## src/rtl/hc_pkg.sv

```systemverilog
// rtl/hc_pkg.sv - shared types and helpers for the Han-Carlson adder sum stages
//
// Contents:
//   HC_WIDTH     - default operand width the result struct is sized for
//   skid_state_t - occupancy of the 2-entry skid buffer (EMPTY, ONE, TWO)
//   hc_result_t  - packed {sum, cout, ovf} result of one addition
//   hc_calc()    - sum/cout/ovf from the propagate and group-generate vectors
package hc_pkg;

   localparam int HC_WIDTH = 16;

   typedef enum logic [1:0] {
      EMPTY = 2'd0,
      ONE   = 2'd1,
      TWO   = 2'd2
   } skid_state_t;

   typedef struct packed {
      logic [HC_WIDTH-1:0] sum;
      logic                cout;
      logic                ovf;
   } hc_result_t;

   // p_hi is the propagate vector without its carry-in position (p[WIDTH:1]);
   // gi[i] is the carry into bit i, so the top two carries give signed overflow.
   function automatic hc_result_t hc_calc(input logic [HC_WIDTH-1:0] p_hi,
                                          input logic [HC_WIDTH:0]   gi);
      hc_result_t r;
      r.sum  = p_hi ^ gi[HC_WIDTH-1:0];
      r.cout = gi[HC_WIDTH];
      r.ovf  = gi[HC_WIDTH] ^ gi[HC_WIDTH-1];
      return r;
   endfunction

endpackage

```

## src/rtl/hc_skid_buf.sv

```systemverilog
// rtl/hc_skid_buf.sv - generic 2-entry valid/ready skid buffer
//
// Ports:
//   clk, rst_n           - clock, synchronous active-low reset
//   in_valid/in_ready    - upstream handshake; in_ready is a pure register output
//   in_data[DATA_W]      - payload captured on accept
//   out_valid/out_ready  - downstream handshake
//   out_data[DATA_W]     - payload from the main register (cleared on reset)
module hc_skid_buf #(
   parameter int DATA_W = 8
) (
   input  logic              clk,
   input  logic              rst_n,
   input  logic              in_valid,
   output logic              in_ready,
   input  logic [DATA_W-1:0] in_data,
   output logic              out_valid,
   input  logic              out_ready,
   output logic [DATA_W-1:0] out_data
);
   import hc_pkg::*;

   skid_state_t       state_q;
   logic [DATA_W-1:0] main_q;
   logic [DATA_W-1:0] skid_q;
   logic              in_ready_q;
   logic              out_valid_q;
   logic              accept;
   logic              deliver;

   assign accept    = in_valid & in_ready_q;
   assign deliver   = out_valid_q & out_ready;
   assign in_ready  = in_ready_q;
   assign out_valid = out_valid_q;
   assign out_data  = main_q;

   // in_ready is tracked as its own flop (low only in TWO) so upstream never
   // sees a combinational path from out_ready.
   always_ff @(posedge clk) begin
      if (!rst_n) begin
         state_q     <= EMPTY;
         main_q      <= '0;
         skid_q      <= '0;
         in_ready_q  <= 1'b1;
         out_valid_q <= 1'b0;
      end else begin
         case (state_q)
            EMPTY: begin
               if (accept) begin
                  main_q      <= in_data;
                  out_valid_q <= 1'b1;
                  state_q     <= ONE;
               end
            end
            ONE: begin
               if (accept && deliver) begin
                  main_q <= in_data;
               end else if (accept) begin
                  // Consumer stalled: park the newer item behind main.
                  skid_q     <= in_data;
                  in_ready_q <= 1'b0;
                  state_q    <= TWO;
               end else if (deliver) begin
                  out_valid_q <= 1'b0;
                  state_q     <= EMPTY;
               end
            end
            TWO: begin
               if (deliver) begin
                  main_q     <= skid_q;
                  in_ready_q <= 1'b1;
                  state_q    <= ONE;
               end
            end
            default: begin
               state_q     <= EMPTY;
               in_ready_q  <= 1'b1;
               out_valid_q <= 1'b0;
            end
         endcase
      end
   end

endmodule

```

## src/rtl/hc_sum_stage.sv

```systemverilog
// rtl/hc_sum_stage.sv - registered Han-Carlson sum stage with skid buffer and result counter
//
// Optional feature macro: HC_SUM_OVF_EN (adds ovf_out, signed overflow flag).
//
// Ports:
//   clk, rst_n           - clock, synchronous active-low reset
//   in_valid/in_ready    - input handshake for p_in/gi_in
//   p_in[WIDTH+1]        - bitwise propagate, bit 0 is the carry-in slot (unused)
//   gi_in[WIDTH+1]       - group generate, gi_in[i] = carry into bit i
//   out_valid/out_ready  - result handshake
//   sum_out[WIDTH]       - registered sum
//   cout_out             - registered carry-out
//   ovf_out              - registered signed overflow (HC_SUM_OVF_EN only)
//   res_cnt[CNT_W]       - saturating count of delivered results
module hc_sum_stage
   import hc_pkg::*;
#(
   parameter int WIDTH = HC_WIDTH,
   parameter int CNT_W = 16
) (
   input  logic             clk,
   input  logic             rst_n,
   input  logic             in_valid,
   output logic             in_ready,
   input  logic [WIDTH:0]   p_in,
   input  logic [WIDTH:0]   gi_in,
   output logic             out_valid,
   input  logic             out_ready,
   output logic [WIDTH-1:0] sum_out,
   output logic             cout_out,
`ifdef HC_SUM_OVF_EN
   output logic             ovf_out,
`endif
   output logic [CNT_W-1:0] res_cnt
);

`ifdef HC_SUM_OVF_EN
   localparam int PAY_W = WIDTH + 2;
`else
   localparam int PAY_W = WIDTH + 1;
`endif

   logic [WIDTH-1:0] sum_c;
   logic             cout_c;
   logic             ovf_c;
   logic [PAY_W-1:0] pay_in;
   logic [PAY_W-1:0] pay_out;
   logic [CNT_W-1:0] res_cnt_q;
   logic             unused_p0;

   // p_in[0] is always zero from the PG network and carries no information.
   assign unused_p0 = p_in[0];

   generate
      if (WIDTH == HC_WIDTH) begin : g_pkg_calc
         hc_result_t res_c;
         assign res_c  = hc_calc(p_in[WIDTH:1], gi_in);
         assign sum_c  = res_c.sum;
         assign cout_c = res_c.cout;
         assign ovf_c  = res_c.ovf;
      end else begin : g_inline_calc
         assign sum_c  = p_in[WIDTH:1] ^ gi_in[WIDTH-1:0];
         assign cout_c = gi_in[WIDTH];
         assign ovf_c  = gi_in[WIDTH] ^ gi_in[WIDTH-1];
      end
   endgenerate

`ifdef HC_SUM_OVF_EN
   assign pay_in  = {ovf_c, cout_c, sum_c};
   assign ovf_out = pay_out[WIDTH+1];
`else
   logic unused_ovf;
   assign unused_ovf = ovf_c;
   assign pay_in     = {cout_c, sum_c};
`endif

   assign sum_out  = pay_out[WIDTH-1:0];
   assign cout_out = pay_out[WIDTH];

   hc_skid_buf #(
      .DATA_W (PAY_W)
   ) u_skid (
      .clk       (clk),
      .rst_n     (rst_n),
      .in_valid  (in_valid),
      .in_ready  (in_ready),
      .in_data   (pay_in),
      .out_valid (out_valid),
      .out_ready (out_ready),
      .out_data  (pay_out)
   );

   always_ff @(posedge clk) begin
      if (!rst_n) begin
         res_cnt_q <= '0;
      end else if (out_valid && out_ready && (res_cnt_q != {CNT_W{1'b1}})) begin
         res_cnt_q <= res_cnt_q + {{(CNT_W-1){1'b0}}, 1'b1};
      end
   end

   assign res_cnt = res_cnt_q;

endmodule

```

## config.mk

```make
export PLATFORM = sky130hd
export DESIGN_NAME = hc_sum_stage
export DESIGN_NICKNAME = d
export VERILOG_FILES = /design/src/rtl/hc_pkg.sv /design/src/rtl/hc_skid_buf.sv /design/src/rtl/hc_sum_stage.sv
export SDC_FILE = /design/constraint.sdc
export NUM_CORES = 1
export LEC_CHECK = 0
export ABC_CLOCK_PERIOD_IN_PS = 2100
export CAP_MARGIN = 20
export CORE_ASPECT_RATIO = 1.5
export CORE_MARGIN = 2
export CORE_UTILIZATION = 47
export DETAILED_ROUTE_END_ITERATION = 10
export GPL_ROUTABILITY_DRIVEN = 0
export MAX_ROUTING_LAYER = met4
export PLACE_DENSITY = 0.79
export SLEW_MARGIN = 20
export SYNTH_ARGS = -nofsm -noshare
export SYNTH_HDL_FRONTEND = slang
export SYNTH_SLANG_ARGS = --single-unit
```

## constraint.sdc

```tcl
create_clock -name clk -period 2.1 [get_ports clk]
set_input_delay 0.42 -clock clk [delete_from_list [all_inputs] [get_ports clk]]
set_output_delay 0.42 -clock clk [all_outputs]
set_load 0.01 [all_outputs]
```

==> metrics.md, run 1 <==
| Metric | Value |
|---|---|
| Status | `completed` |
| FF+latch count, synth | `54` |
| WP buf/inv | `0` |
| Number of flops mapped to enable cells by yosys | `0` |
| Fmax | `525 MHz` |
| Post-CTS Setup Inserts | `0` |
| DR vias/cell | `5.60` |
| Via count | `2,376` |
| Cells on worst reg2reg path | `5` |
| Worst setup margin | `194 ps` |
| Port buffer count | `71` |
| Leading area contributor after synthesis | `dfxtp_1` |
| Crit-path max cell delay | `550 ps` |
| CP Class | `reg -> reg` |
| Hpwl dp | `4070 µm` |
| HP Start | `u_skid.out_data[3]` |
| Critical path fanouts, max | `10` |
| Commonest non-fill, non-tap cell in the layout | `clkdlybuf4s50_1` |
| Clk root buf | `clkbuf_8` |
| Max_cap viols | `0` |
| Post-CTS resize count | `0` |
| Clk slew on worst S/H paths | `90 ps` |
| CTS Buffer Depth | `2` |
| Initial Util | `48.9%` |
| Synth top area share | `42.8%` |
| Crit path max-delay family | `simple AND/OR/NAND/NOR gates` |
| Crit path DAT | `2140 ps` |
| Worst VDD drop | `0.382 mV` |
| Initial antenna violation count | `0` |
| Mapped Cells | `282` |
| DRC Markers | `0` |
| Finished Layout Cells | `424` |
| Commonest cells after routing, fill and taps aside | `clkdlybuf4s50_1, dfxtp_1, nand2_1` |
| Die footprint | `5980 µm²` |
| Iteration-0 DRC Markers | `116` |
| Yosys cell types | `53` |
| Synthesized Nets | `321` |
| R2r endpoint | `res_cnt[2]` |
| GRT overflow | `0` |
| Row cnt | `32` |
| Worst endpoint required time | `2330 ps` |
| Synth warnings | `0` |
| RSZ-0062 raised after global routing | `false` |
| Critical path capture point type | `flip-flop` |
| Final WL | `5590 µm` |
| Async S/R FF share, synth | `0%` |
| Insertion delay to the later sink of the worst-skew pair | `300 ps` |
| Hold path depth | `2` |
| Sequential share of the synthesized area | `42.8%` |
| Total Neg Setup Slack | `0 ps` |
| Pre-CTS setup slack | `-139 ps` |
| Layout cell share with drive strength beyond 1 | `8.99%` |
| Io pins | `73` |
| Period utilization | `90.7%` |
| Final Hold Fails | `0` |
| Minimum clock period after layout | `1910 ps` |
| All-Layer GR Usage | `19.5%` |
| Syn-to-layout area delta | `37.3%` |
| CP max-delay cell | `nor4_4` |
| Reg-to-Reg Start | `res_cnt[0]` |
| Ranking of synthesized cells by area | `dfxtp_1, nand2_1, a211oi_1` |
| Clock skew | `6.74 ps` |
| Critical Path Start Type | `flip-flop` |
| CTS sink cnt | `54` |
| Reg2Reg Setup Slack | `190 ps` |
| Crit-path cells | `ha_1, nand3_4, nor4_4, and4b_1, nor3_2` |
| Slew headroom | `46.2%` |
| WL per Instance | `13.2 µm` |
| CTS Buf Count | `5` |
| Die Y | `93.7 µm` |
| Global-route wire length before repair | `9250 µm` |
| Die X | `63.8 µm` |
| Fillers | `429` |
| H-tree depth | `2` |
| Placed cell count | `416` |
| Final setup vio count | `0` |
| Final net count | `394` |
| Commonest register cell after synthesis | `dfxtp_1` |
| Synth Cell Area | `2520 µm²` |
| Slew of the pin with the lowest slew margin | `806 ps` |
| Lkg Pwr | `0.00126 µW` |
| Power density over the cells | `659 nW/µm²` |
| Fin. max-slew vios | `0` |
| Hold Path Class | `reg -> reg` |
| First drt pass iteration count | `4` |
| Vias in the first global route | `2,142` |
| Largest net degree at the start of global routing | `50` |
| Hold_ws | `453 ps` |
| WHS Endpoint | `u_skid.out_data[3]` |
| Remaining antenna violation count after routing | `0` |
| Hold bufs inserted after CTS | `0` |
| N_diodes | `0` |
| CTS tree | `done` |
| Syn avg cell area | `8.95 µm²` |
| Core ar. | `5160 µm²` |
## how the worst max path moves through the flow
stage	startpoint	slack, ps	cells past startpoint	end
5_1_grt	out_ready	40	5	u_skid.out_data[9]
6_report	res_cnt[0]	190	5	res_cnt[2]
4_1_cts	res_cnt[7]	190	1	res_cnt[7]
2_1_floorplan	res_cnt[0]	390	5	res_cnt[2]
3_3_place_gp	out_ready	-100	5	u_skid.out_data[9]
3_5_place_dp	out_ready	-140	5	u_skid.out_data[9]
## flip-flops by register name, indices dropped and copies added, names as in the netlist
signal            count
u_skid.state_q        2
u_skid.out_valid      1
u_skid.skid_q        17
u_skid.in_ready       1
u_skid.out_data      17
res_cnt              16
## worst register-to-register path: cells and delay by family (launching register included)
family / cells / cell delay (ps)
DFF: 1 / 400
adders and majority gates: 1 / 330
and+or+nand+nor: 4 / 1100
## logic make-up (layout without fill, tap and decap cells)
group,count (synthesis),after routing,share of synthesized area [%]
fa+ha+maj,1,1,0.496
xor+xnor,17,17,5.90
buf+inv,20,94,3.27
flops,54,54,42.8
compound gates,87,87,24.0
mux,4,4,1.59
simple gates,99,99,21.9
## per-stage QoR
step / power [µW] / area (µm²) / utilization, %
after floorplan: 1440 / 2520 / -
after global placement: 1670 / 3360 / 65.0
after detailed placement: 1680 / 3360 / 65.0
after CTS: 2310 / 3460 / 67.1
after global routing: 2400 / 3460 / 67.1
final: 2280 / 3460 / 67.1
## area by class of cell
class / count / area (µm²) / share of cell area, %
flip-flops and latches: 54 / 1080 / 31.2
inverters: 4 / 15.0 / 0.433
repair buffers: 82 / 818 / 23.6
multi-input cells: 208 / 1360 / 39.3
clock buffers: 7 / 96.3 / 2.78
well taps: 68 / 85.1 / 2.46
clock inverters: 1 / 8.76 / 0.253
## routing by layer
layer / GRT usage, % / wire (µm) / share of wire (%) / vias up
li1: - / - / - / 1180
met1: 20.1 / 2220 / 40 / 1116
met2: 36.3 / 3000 / 54 / 69
met3: 3.96 / 280 / 5.0 / 11
met4: 6.52 / 99 / 1.8 / 0
met5: - / 0 / 0 / -
## where the power goes
group,internal (µW),switching (µW),total [µW]
Clock,303,325,627
Sequential,1100,50.7,1150
Combinational,270,236,507
## synthesized netlist by cell type (2+ instances only)
cell type and count:
dfxtp_1 54, nand2_1 40, a21oi_1 27, nor2_1 22, a211oi_1 19, o211ai_1 18, xnor2_1 16, clkbuf_1 10
buf_2 6, and3_1 5, mux2i_1 4, nor3_1 4, o31ai_1 4, inv_1 3, nand4_1 3, or4_1 3
and2_1 2, nand3b_1 2, nand4_2 2, nand4_4 2, o21a_1 2, o21ai_0 2, or3_1 2
Power figures use the tool's default switching activity.
==> run 2, diff against run 1 <==
==> constraint.sdc (replaced) <==
create_clock -name clk -period 2.1 [get_ports clk]
set_input_delay 0.315 -clock clk [delete_from_list [all_inputs] [get_ports clk]]
set_output_delay 0.315 -clock clk [all_outputs]
set_load 0.01 [all_outputs]
==> metrics.md, run 2 (same netlist as run 1, synthesis figures left out) <==
| Metric | Value |
|---|---|
| Status | `completed` |
| Critical path fanouts, max | `10` |
| Die footprint | `5980 µm²` |
| DR vias/cell | `5.47` |
| Post-CTS resize count | `0` |
| Final Hold Fails | `0` |
| Initial antenna violation count | `0` |
| Via count | `2,302` |
| Critical Path Start Type | `flip-flop` |
| Largest net degree at the start of global routing | `50` |
| WHS Endpoint | `u_skid.out_data[9]` |
| Clk root buf | `clkbuf_8` |
| Layout cell share with drive strength beyond 1 | `7.93%` |
| Io pins | `73` |
| Pre-CTS setup slack | `128 ps` |
| Final setup vio count | `0` |
| Hold path depth | `2` |
| Crit path DAT | `2130 ps` |
| Fin util | `66.0%` |
| Period utilization | `90.4%` |
| Crit-path cells | `ha_1, nand3_4, nor4_4, and4b_1, nor3_2` |
| Die X | `63.8 µm` |
| Clock skew | `7.34 ps` |
| CP max-delay cell | `nor4_4` |
| Vias in the first global route | `2,206` |
| RSZ-0062 raised after global routing | `false` |
| CTS Buffer Depth | `2` |
| First drt pass iteration count | `4` |
| CTS tree | `done` |
| CP Class | `reg -> reg` |
| CTS sink cnt | `54` |
| H-tree depth | `2` |
| Final WL | `5610 µm` |
| Slew headroom | `59.1%` |
| Crit path max-delay family | `simple AND/OR/NAND/NOR gates` |
| Max_cap viols | `0` |
| Row cnt | `32` |
| Crit-path max cell delay | `540 ps` |
| Fin. max-slew vios | `0` |
| Minimum clock period after layout | `1900 ps` |
| CTS Buf Count | `5` |
| Port buffer count | `71` |
| Post-layout power | `2210 µW` |
| GRT overflow | `0` |
| R2r endpoint | `res_cnt[2]` |
| Commonest non-fill, non-tap cell in the layout | `clkdlybuf4s50_1` |
| Post-CTS Setup Inserts | `0` |
| Iteration-0 DRC Markers | `116` |
| Power density over the cells | `647 nW/µm²` |
| N_diodes | `0` |
| Core ar. | `5160 µm²` |
| Commonest cells after routing, fill and taps aside | `clkdlybuf4s50_1, dfxtp_1, nand2_1` |
| Critical path capture point type | `flip-flop` |
| Placed cell count | `413` |
| Reg2Reg Setup Slack | `200 ps` |
| Slew of the pin with the lowest slew margin | `608 ps` |
| Hold Path Class | `reg -> reg` |
| Cells on worst reg2reg path | `5` |
| Final net count | `391` |
| Total Neg Setup Slack | `0 ps` |
| Worst VDD drop | `0.511 mV` |
| DRC Markers | `0` |
| Remaining antenna violation count after routing | `0` |
| WP buf/inv | `0` |
| Finished Layout Cells | `421` |
| Lkg Pwr | `0.00124 µW` |
| Reg-to-Reg Start | `res_cnt[0]` |
| Insertion delay to the later sink of the worst-skew pair | `300 ps` |
| All-Layer GR Usage | `20.5%` |
| Initial Util | `48.9%` |
| Hpwl dp | `3990 µm` |
| WL per Instance | `13.3 µm` |
| Worst endpoint required time | `2330 ps` |
| Global-route wire length before repair | `9690 µm` |
| HP Start | `u_skid.out_data[9]` |
| Syn-to-layout area delta | `35.2%` |
| Fmax | `527 MHz` |
| Clk slew on worst S/H paths | `90 ps` |
| Hold bufs inserted after CTS | `0` |
| Die Y | `93.7 µm` |
| Worst setup margin | `202 ps` |
## run 2: cell count changes in the layout (fill, tap and decap cells not counted), sizes merged
cell,change
clkinv,+1
buf,-3
clkbuf,-1
## run 2: through the flow
stage	hold slack, ps	instance area, µm²
after floorplan	377	2520
after global placement	438	3320
after detailed placement	444	3320
after CTS	461	3410
after global routing	484	3410
final	454	3410
## run 2: how the worst max path moves through the flow
stage / from / slack [ps] / depth (start not counted) / end
after CTS: res_cnt[0] / 190 / 5 / res_cnt[2]
final: res_cnt[0] / 200 / 5 / res_cnt[2]
after detailed placement: out_ready / 130 / 5 / res_cnt[9]
after global placement: out_ready / 150 / 5 / res_cnt[9]
after global routing: res_cnt[0] / 70 / 5 / res_cnt[2]
after floorplan: res_cnt[0] / 390 / 5 / res_cnt[2]
## run 2: worst min-delay path: cells and delay by family, from the launching register on
kind	cells	cell delay, ps
flops	1	320
compound gates	1	50
simple gates	1	50
## run 2: area by class of cell
class	instances	area [µm²]
repair buffers	79	783
inverters	4	15.0
flip-flops and latches	54	1080
well taps	68	85.1
clock buffers	6	72.6
multi-input cells	208	1360
clock inverters	2	13.8
fillers	413	1750
## run 2: power by group
group | switching, µW | internal, µW
Combinational | 235 | 263
Clock | 325 | 236
Sequential | 49.6 | 1100
Total | 609 | 1600
## run 2: metal layers
| layer | track usage (%) | vias up | share of wire (%) |
|---|---|---|---|
| li1 | - | 1176 | - |
| met1 | 22.5 | 1055 | 42 |
| met2 | 36.4 | 65 | 52 |
| met3 | 4.68 | 6 | 5.2 |
| met4 | 6.16 | 0 | 1.4 |
| met5 | - | - | 0 |
